<file path="src/rtl/cpu_sequencer.sv">
// cpu_sequencer: multi-cycle control sequencer for the 8-bit CPU family.
// Drives PC, address mux, ALU, register file and zero-flag enables from the
// instruction register, with a req/ready memory handshake and a saturating
// retired-instruction counter.
// Optional feature macro: SEQ_RESUME_EN (resume input leaves HALT).
//
// state     | meaning
// FETCH     | request instruction at PC, load IR and bump PC on mem_ready
// DECODE    | select execute path from opcode
// EXECUTE   | ALU op or PC redirect
// MEMORY    | data access at PC+imm, wait for mem_ready
// WRITEBACK | register file write from ALU or memory
// HALT      | stopped until reset (or resume when enabled)
module cpu_sequencer #(
  parameter int REG_SEL_W = 1,
  parameter int OFF_W     = 3,
  parameter int CNT_W     = 16,
  localparam int INSTR_W  = 3 + 2*REG_SEL_W + OFF_W
) (
  input  logic                 clk,
  input  logic                 reset,
  input  logic [INSTR_W-1:0]   instr,
  input  logic                 zf,
  input  logic                 mem_ready,
  input  logic                 resume,
  output logic [2:0]           state,
  output logic                 mem_req,
  output logic                 mem_we,
  output logic                 addr_sel,
  output logic [OFF_W-1:0]     addr_offset,
  output logic [REG_SEL_W-1:0] mem_src,
  output logic                 pc_we,
  output logic                 pc_sel,
  output logic [REG_SEL_W-1:0] jmp_reg,
  output logic [OFF_W-1:0]     pc_offset,
  output logic                 ir_we,
  output logic                 alu_we,
  output logic                 zf_we,
  output logic [2:0]           alu_opcode,
  output logic [REG_SEL_W-1:0] alu_src_a,
  output logic [REG_SEL_W-1:0] alu_src_b,
  output logic                 rf_we,
  output logic [REG_SEL_W-1:0] rf_waddr,
  output logic                 rf_wsel,
  output logic                 halt,
  output logic [CNT_W-1:0]     retired
);

  typedef enum logic [2:0] {
    S_FETCH     = 3'd0,
    S_DECODE    = 3'd1,
    S_EXECUTE   = 3'd2,
    S_MEMORY    = 3'd3,
    S_WRITEBACK = 3'd4,
    S_HALT      = 3'd5
  } state_t;

  localparam logic [2:0] OP_ADD   = 3'b000;
  localparam logic [2:0] OP_AND   = 3'b001;
  localparam logic [2:0] OP_NOT   = 3'b010;
  localparam logic [2:0] OP_LOAD  = 3'b011;
  localparam logic [2:0] OP_STORE = 3'b100;
  localparam logic [2:0] OP_JUMP  = 3'b101;
  localparam logic [2:0] OP_JUMPZ = 3'b110;
  localparam logic [2:0] OP_HALT  = 3'b111;

  state_t                 state_q;
  state_t                 state_d;
  logic                   retire;
  logic [2:0]             op;
  logic [REG_SEL_W-1:0]   rd;
  logic [REG_SEL_W-1:0]   rs;
  logic [OFF_W-1:0]       imm;

  assign op  = instr[INSTR_W-1 -: 3];
  assign rd  = instr[OFF_W+2*REG_SEL_W-1 -: REG_SEL_W];
  assign rs  = instr[OFF_W+REG_SEL_W-1 -: REG_SEL_W];
  assign imm = instr[OFF_W-1:0];

  assign state = state_q;

`ifdef SEQ_RESUME_EN
`else
  logic unused_resume;
  assign unused_resume = resume;
`endif

  // State register; reset abandons any access in flight.
  always_ff @(posedge clk) begin
    if (reset) state_q <= S_FETCH;
    else       state_q <= state_d;
  end

  // Retired counter: counts completions back into FETCH, holds at all-ones.
  always_ff @(posedge clk) begin
    if (reset)                         retired <= '0;
    else if (retire && retired != '1)  retired <= retired + CNT_W'(1);
  end

  // Next-state and control outputs; everything held low while in reset.
  always_comb begin
    state_d     = state_q;
    retire      = 1'b0;
    mem_req     = 1'b0;
    mem_we      = 1'b0;
    addr_sel    = 1'b0;
    addr_offset = '0;
    mem_src     = '0;
    pc_we       = 1'b0;
    pc_sel      = 1'b0;
    jmp_reg     = '0;
    pc_offset   = '0;
    ir_we       = 1'b0;
    alu_we      = 1'b0;
    zf_we       = 1'b0;
    alu_opcode  = '0;
    alu_src_a   = '0;
    alu_src_b   = '0;
    rf_we       = 1'b0;
    rf_waddr    = '0;
    rf_wsel     = 1'b0;
    halt        = 1'b0;
    if (!reset) begin
      case (state_q)
        S_FETCH: begin
          mem_req = 1'b1;
          if (mem_ready) begin
            ir_we   = 1'b1;
            pc_we   = 1'b1;
            state_d = S_DECODE;
          end
        end
        S_DECODE: begin
          case (op)
            OP_LOAD, OP_STORE: state_d = S_MEMORY;
            OP_HALT:           state_d = S_HALT;
            default:           state_d = S_EXECUTE;
          endcase
        end
        S_EXECUTE: begin
          state_d = S_FETCH;
          case (op)
            OP_ADD, OP_AND: begin
              alu_opcode = op;
              alu_src_a  = rd;
              alu_src_b  = rs;
              alu_we     = 1'b1;
              zf_we      = 1'b1;
              state_d    = S_WRITEBACK;
            end
            OP_NOT: begin
              // the ALU still needs its opcode to perform the inversion
              alu_opcode = op;
              alu_src_a  = rs;
              alu_we     = 1'b1;
              zf_we      = 1'b1;
              state_d    = S_WRITEBACK;
            end
            OP_JUMP, OP_JUMPZ: begin
              if (op == OP_JUMP || zf) begin
                pc_sel    = 1'b1;
                pc_we     = 1'b1;
                jmp_reg   = rd;
                pc_offset = imm;
              end
            end
            default: ;
          endcase
        end
        S_MEMORY: begin
          mem_req     = 1'b1;
          addr_sel    = 1'b1;
          addr_offset = imm;
          if (op == OP_STORE) begin
            mem_we  = 1'b1;
            mem_src = rd;
          end
          if (mem_ready) state_d = (op == OP_STORE) ? S_FETCH : S_WRITEBACK;
        end
        S_WRITEBACK: begin
          rf_we    = 1'b1;
          rf_waddr = rd;
          rf_wsel  = (op != OP_LOAD);
          state_d  = S_FETCH;
        end
        S_HALT: begin
          halt = 1'b1;
`ifdef SEQ_RESUME_EN
          if (resume) state_d = S_FETCH;
`else
`endif
        end
        default: state_d = S_FETCH;
      endcase
      retire = (state_d == S_FETCH) &&
               (state_q == S_EXECUTE || state_q == S_MEMORY || state_q == S_WRITEBACK);
    end
  end

endmodule

</file>
<file path="config.mk">
export PLATFORM = sky130hd
export DESIGN_NAME = cpu_sequencer
export DESIGN_NICKNAME = d
export VERILOG_FILES = /design/src/rtl/cpu_sequencer.sv
export SDC_FILE = /design/constraint.sdc
export NUM_CORES = 1
export LEC_CHECK = 0
export CAP_MARGIN = 20
export CORE_MARGIN = 5
export CORE_UTILIZATION = 40
export DETAILED_ROUTE_END_ITERATION = 7
export PLACE_DENSITY = 0.84
export SETUP_SLACK_MARGIN = 0.5
export SLEW_MARGIN = 40
export SYNTH_ARGS = -nofsm -noshare
export SYNTH_HDL_FRONTEND = slang
export SYNTH_SLANG_ARGS = --single-unit
</file>
<file path="constraint.sdc">
create_clock -name clk -period 2.7 [get_ports clk]
set_input_delay 0.405 -clock clk [delete_from_list [all_inputs] [get_ports clk]]
set_output_delay 0.405 -clock clk [all_outputs]
set_load 0.005 [all_outputs]
</file>
# Word level (Yosys, flattened, before mapping)
# Index checks and enable logic that the tools add are counted.
[classes]
addsub = 1
n_bitwise = 0
n_mux = 57
multipliers = 0
div_mod_pow = 0
n_shift = 0
order_cmp = 0
n_eq_ne = 14
reduce_logical = 13
[ops]
columns = ["cell", "n"]
rows = [
  ["$mux W3", 14],
  ["$mux W1", 39],
  ["$eq A3 B3 Y1 const B", 6],
  ["$add A16 B1 Y16 const B", 1],
  ["$ne A16 B16 Y1 const B", 1],
  ["$pmux W3 S5", 1],
  ["$eq A3 B2 Y1 const B", 4],
  ["$logic_not A3 Y1", 3],
  ["$reduce_or A2 Y1", 4],
  ["$eq A3 B1 Y1 const B", 2],
  ["$pmux W3 S2", 1],
  ["$pmux W1 S2", 2],
  ["$logic_or A1 B1 Y1", 3],
  ["$ne A3 B2 Y1 const B", 1],
  ["$reduce_or A3 Y1", 1],
  ["$logic_and A1 B1 Y1", 2],
]
[totals]
ff_bits = 19
word_cells = 87
out_inout_bits = 44
mem_bits_ro = 0
latch_bits = 0
mem_count = 0
input_bits = 13
mem_bits_rw = 0

# Logic depth before layout (Yosys ltp)
[depth]
depth_word = 9
depth_mapped = 8
mapped_depth_nobuf = 5

# Least setup slack after synthesis
# No wires, ideal clock.
[synth_timing]
kind = "input to register"
startpoint = "input instr[6]"
endpoint = "register retired[10]"
setup_slack_ns = 0.419
path_stages = 7
arrival_time_ns = 2.160
cell_sequence = "buf_6 -> nor3b_4 -> o22ai_2 -> or4_4 -> buf_6 -> nor4_1 -> mux2_2"
[synth_between]
elab_chain_len = 9
[synth_lines]
columns = ["element", "line_no", "rtl"]
rows = [
  ["from (decl)", "22", "input logic [INSTR_W-1:0] instr,"],
  ["$eq A3 B3 Y1 (tied with other cells)", "134, 178", ""],
  ["$reduce_or A2 Y1 (tied with other cells)", "134", "case (op)"],
  ["$pmux W3 S2 (tied with other cells)", "134", ""],
  ["$pmux W3 S5 *", "124", "case (state_q)"],
  ["$mux W3 *", "123", "if (!reset) begin"],
  ["$logic_not A3 Y1 *", "195", "retire = (state_d == S_FETCH) &&"],
  ["$logic_and A1 B1 Y1 *", "195", ""],
  ["$mux W1 *", "123", ""],
  ["$logic_and A1 B1 Y1 *", "97", "else if (retire && retired != '1) retired <= retired + CNT_W'(1);"],
  ["to (signal assigned)", "97", ""],
  ["to (decl)", "46", "output logic [CNT_W-1:0] retired"],
]
# Every way passes the cells marked *; elsewhere a longest branch is shown, timed or not. The select of a mux whose other input is x is not followed.
# A chain may end at the register's enable or synchronous reset.

# Final worst setup path
[layout_timing]
startpoint = "register state_q[1], in the netlist state[1]"
endpoint = "output pc_we"
[layout_between]
elab_chain_len = 3
[layout_lines]
columns = ["element", "line_no", "rtl"]
rows = [
  ["from (decl)", "67", "state_t state_q;"],
  ["from (signal assigned)", "91", "else state_q <= state_d;"],
  ["$eq A3 B2 Y1 or $logic_not A3 Y1 (tied branches)", "124", ""],
  ["$pmux W1 S2 *", "124", ""],
  ["$mux W1 *", "123", ""],
  ["to (decl)", "32", "output logic pc_we,"],
]
# Every way passes the cells marked *; elsewhere a longest branch is shown, timed or not.

==> flow_summary_export.csv <==
group,metric,value,unit
run_status,status,"complete, no violations",
timing,max_freq,0.4505,GHz
synth,synthXorXnorAreaFrac,0.6616,%
flow_run,maxCapViolations,0,
grt,grt_util_met3,4.992,%
pwr,power_frac_seq,49.7,%
pwr,power.density,261.9,mW/mm^2
die,ios,57,
final_layout,layout.nets,264,
synth,seq_area_frac_synth,28.73,%
placed_design,dp.cells,267,
route,post-route-drc-count,0,
clocking,cts_hold_buffers,0,
setup_path,cp-end-kind,"primary output",
synth,syn_nets,182,
clocking,htreeDepth,1,
synth,synth_edf_count,0,
hold_path,hold_path_class,"reg2reg",
final_layout,diodes,0,
synth,synth_top_area_share,28.73,%
placed_design,finalWeightedCongestion,0.8272,
clocking,clockBufferDepth,2,
route,wl_per_cell,14.68,um
die,fp-row-count,20,
synth,synth.distinct_cells,45,
clocking,clkSlewWorstSetupHoldPaths,0.11,ns
route,first_pass_iters,4,
clocking,cts_root_buffer,"clkbuf_4",
clocking,clock_sinks,19,
setup_path,cp.required,2.30,ns
synth,async_flop_share,0,%
synth,synth_most_common_cell,"dfxtp_1",
clocking,tritoncts,"yes",
grt,grt_use_met1,21.24,%
timing,setup_tns,0,ns
synth,yosys-top-cells-area,"dfxtp_1 (29%), and2_1 (5.2%), nand3_1 (3.8%), a21oi_1 (3.4%), nor2_1 (3.1%)",
grt,antenna_found_initial,0,
synth,synth_top_family_by_area,"simple AND/OR/NAND/NOR gates",
grt,grt_pass1_vias,1429,
final_layout,final_area,0.002257,sq mm
synth,synth-compound-area-share,17.30,%
synth,synth.largest_area_cell,"dfxtp_1",
grt,grt-busiest-layer,"met2",
synth,yosys_register_bits,19,
synth,avgSynthCellArea,7.880,sq um
placed_design,dpl_cell_area,0.001968,sq mm
timing,hold_slack,0.4927,ns
timing,fin_skew,0.001619,ns
final_layout,finalNonFillerCells,293,
timing,setup_viol_count_final,0,
placed_design,dp_hpwl,2678,um
synth,synth-simple-area-share,40.08,%
pwr,vdd_drop_max,0.0001136,V
die,initial_core_util,42.66,%
final_layout,fin_util,72.74,%
route,wl,4302,um
timing,slew_headroom,60.86,%
setup_path,crit_type,"reg2out",
pwr,power.leakage,1.023,nW
grt,grt_max_degree,19,
synth,synth-main-ff-cell,"dfxtp_1",
synth,synthCells,168,
pwr,p_total,0.5911,mW
route,drt_iter0_markers,70,
synth,synth_mux_area_share,4.064,%
die,die_x,67.53,um
placed_design,place_ws,-0.03120,ns
setup_path,cp-start-kind,"flip-flop",
grt,grt_first_pass_wirelength,6168,um
route,viasPerCell,5.529,
pwr,combPwrFrac,25.5,%
route,route.antenna.remaining_nets,0,
die,die-area,0.004560,sq mm
placed_design,portBuffers,54,
clocking,numCtsBuffers,3,
grt,grt_overflow,0,
final_layout,drive_gt1_share,30.12,%
pwr,clockPowerShare,24.8,%
synth,ys_warn_count,0,
setup_path,crit_fanout,7,
timing,period_minus_slack,2.220,ns
pwr,internal-power,0.4241,mW
setup_path,arrival,1.81,ns
timing,rsz0062_at_grt,"yes",
final_layout,area_growth,70.51,%
synth,synth.top_cells.by_count,"dfxtp_1 (19), and2_1 (11), nor2_1 (11), nand3_1 (10), a21oi_1 (9)",
timing,hold_violations,0,
timing,finalCritPeriodShare,82.20,%
pwr,p_switching,0.1670,mW
timing,setup_ws,0.4805,ns
clocking,clk_latency,0.30,ns
die,core,0.003103,sq mm
synth,synth_area,0.001324,sq mm
pwr,swShare,28.25,%
grt,grt_usage,17.02,%
synth,synthAdderAreaFrac,0.9452,%
die,die_h,67.53,um
timing,slew_violations,0,
timing,max_slew.worst_pin.slew,0.5872,ns
route,dr_total_vias,1620,
grt,met2_usage,27.58,%
==> registers in the layout (all words and copies together) (netlist names) <==
name / flops
state: 3
retired: 16
==> cells by family after synthesis <==
| logic type | count (synthesis) |
|---|---|
| AOI/OAI and AO/OA | 32 |
| xor gates and xnor gates | 1 |
| adders and majority gates | 1 |
| buffers and inverters | 21 |
| DFF | 19 |
| muxes | 5 |
| other | 1 |
| and+or+nand+nor | 88 |
==> cell usage in the layout (no fill, tap or decap), types with 3 or more instances in the layout <==
| cell | n |
|---|---|
| and2_1 | 11 |
| nand2_1 | 7 |
| dlygate4sd2_1 | 7 |
| clkbuf_4 | 4 |
| mux2_2 | 3 |
| and3_1 | 5 |
| nor2b_1 | 5 |
| nor3_1 | 4 |
| nand2b_1 | 3 |
| buf_4 | 30 |
| a21oi_1 | 9 |
| dfxtp_1 | 16 |
| dlymetal6s2s_1 | 9 |
| clkbuf_2 | 5 |
| or4_1 | 4 |
| nand4_1 | 3 |
| nor2_1 | 9 |
| dfxtp_4 | 3 |
| buf_6 | 5 |
| clkdlybuf4s50_1 | 28 |
| buf_2 | 3 |
| and4_1 | 3 |
| nor4_2 | 3 |
| inv_1 | 7 |
| nand3_1 | 10 |
| o31ai_1 | 3 |
==> power groups by stage <==
stage | combinational, mW | sequential, mW | clock (mW)
floorplan | 0.0595 | 0.296 | 0
global placement | 0.108 | 0.304 | 0
detailed placement | 0.109 | 0.304 | 0
CTS | 0.119 | 0.295 | 0.149
global route | 0.161 | 0.295 | 0.159
finish | 0.151 | 0.294 | 0.147
==> timing repair <==
| item | in CTS | in global routing |
|---|---|---|
| endpoints found under the setup margin | 34 | 27 |
| pin swaps | 4 | 6 |
| setup buffers | 6 | 16 |
| resized for setup | 42 | 41 |
==> worst max-delay path, stage by stage, from the launching register on <==
cell and delay (ns):
dfxtp_4 0.42, clkinvlp_4 0.15, nor2_4 0.11, nand3_1 0.12
buf_4 0.17, a2111oi_2 0.33, dlymetal6s2s_1 0.21
==> cell type report <==
class	count	area, sq um
multi-input combinational	128	942.2
fill	223	845.8
tap	44	55.05
sequential	19	391.6
clock buffer	4	26.28
timing repair buffer	90	808.3
inverter	8	33.78
==> final timing paths <==
check | cells after the start | slack (ns) | from | endpoint
max reg2reg | 7 | 0.50 | state[2] | retired[9]
min reg2reg | 2 | 0.49 | retired[5] | retired[5]
max | 6 | 0.48 | state[1] | pc_we
min | 2 | 0.49 | retired[5] | retired[5]
==> routing by layer <==
| layer | routed length, um | vias to the layer above |
|---|---|---|
| li1 | - | 787 |
| met1 | 1853 | 771 |
| met2 | 2108 | 58 |
| met3 | 303 | 4 |
| met4 | 36 | 0 |
| met5 | 0 | - |
Note: power is estimated with default switching activity, not from simulation.
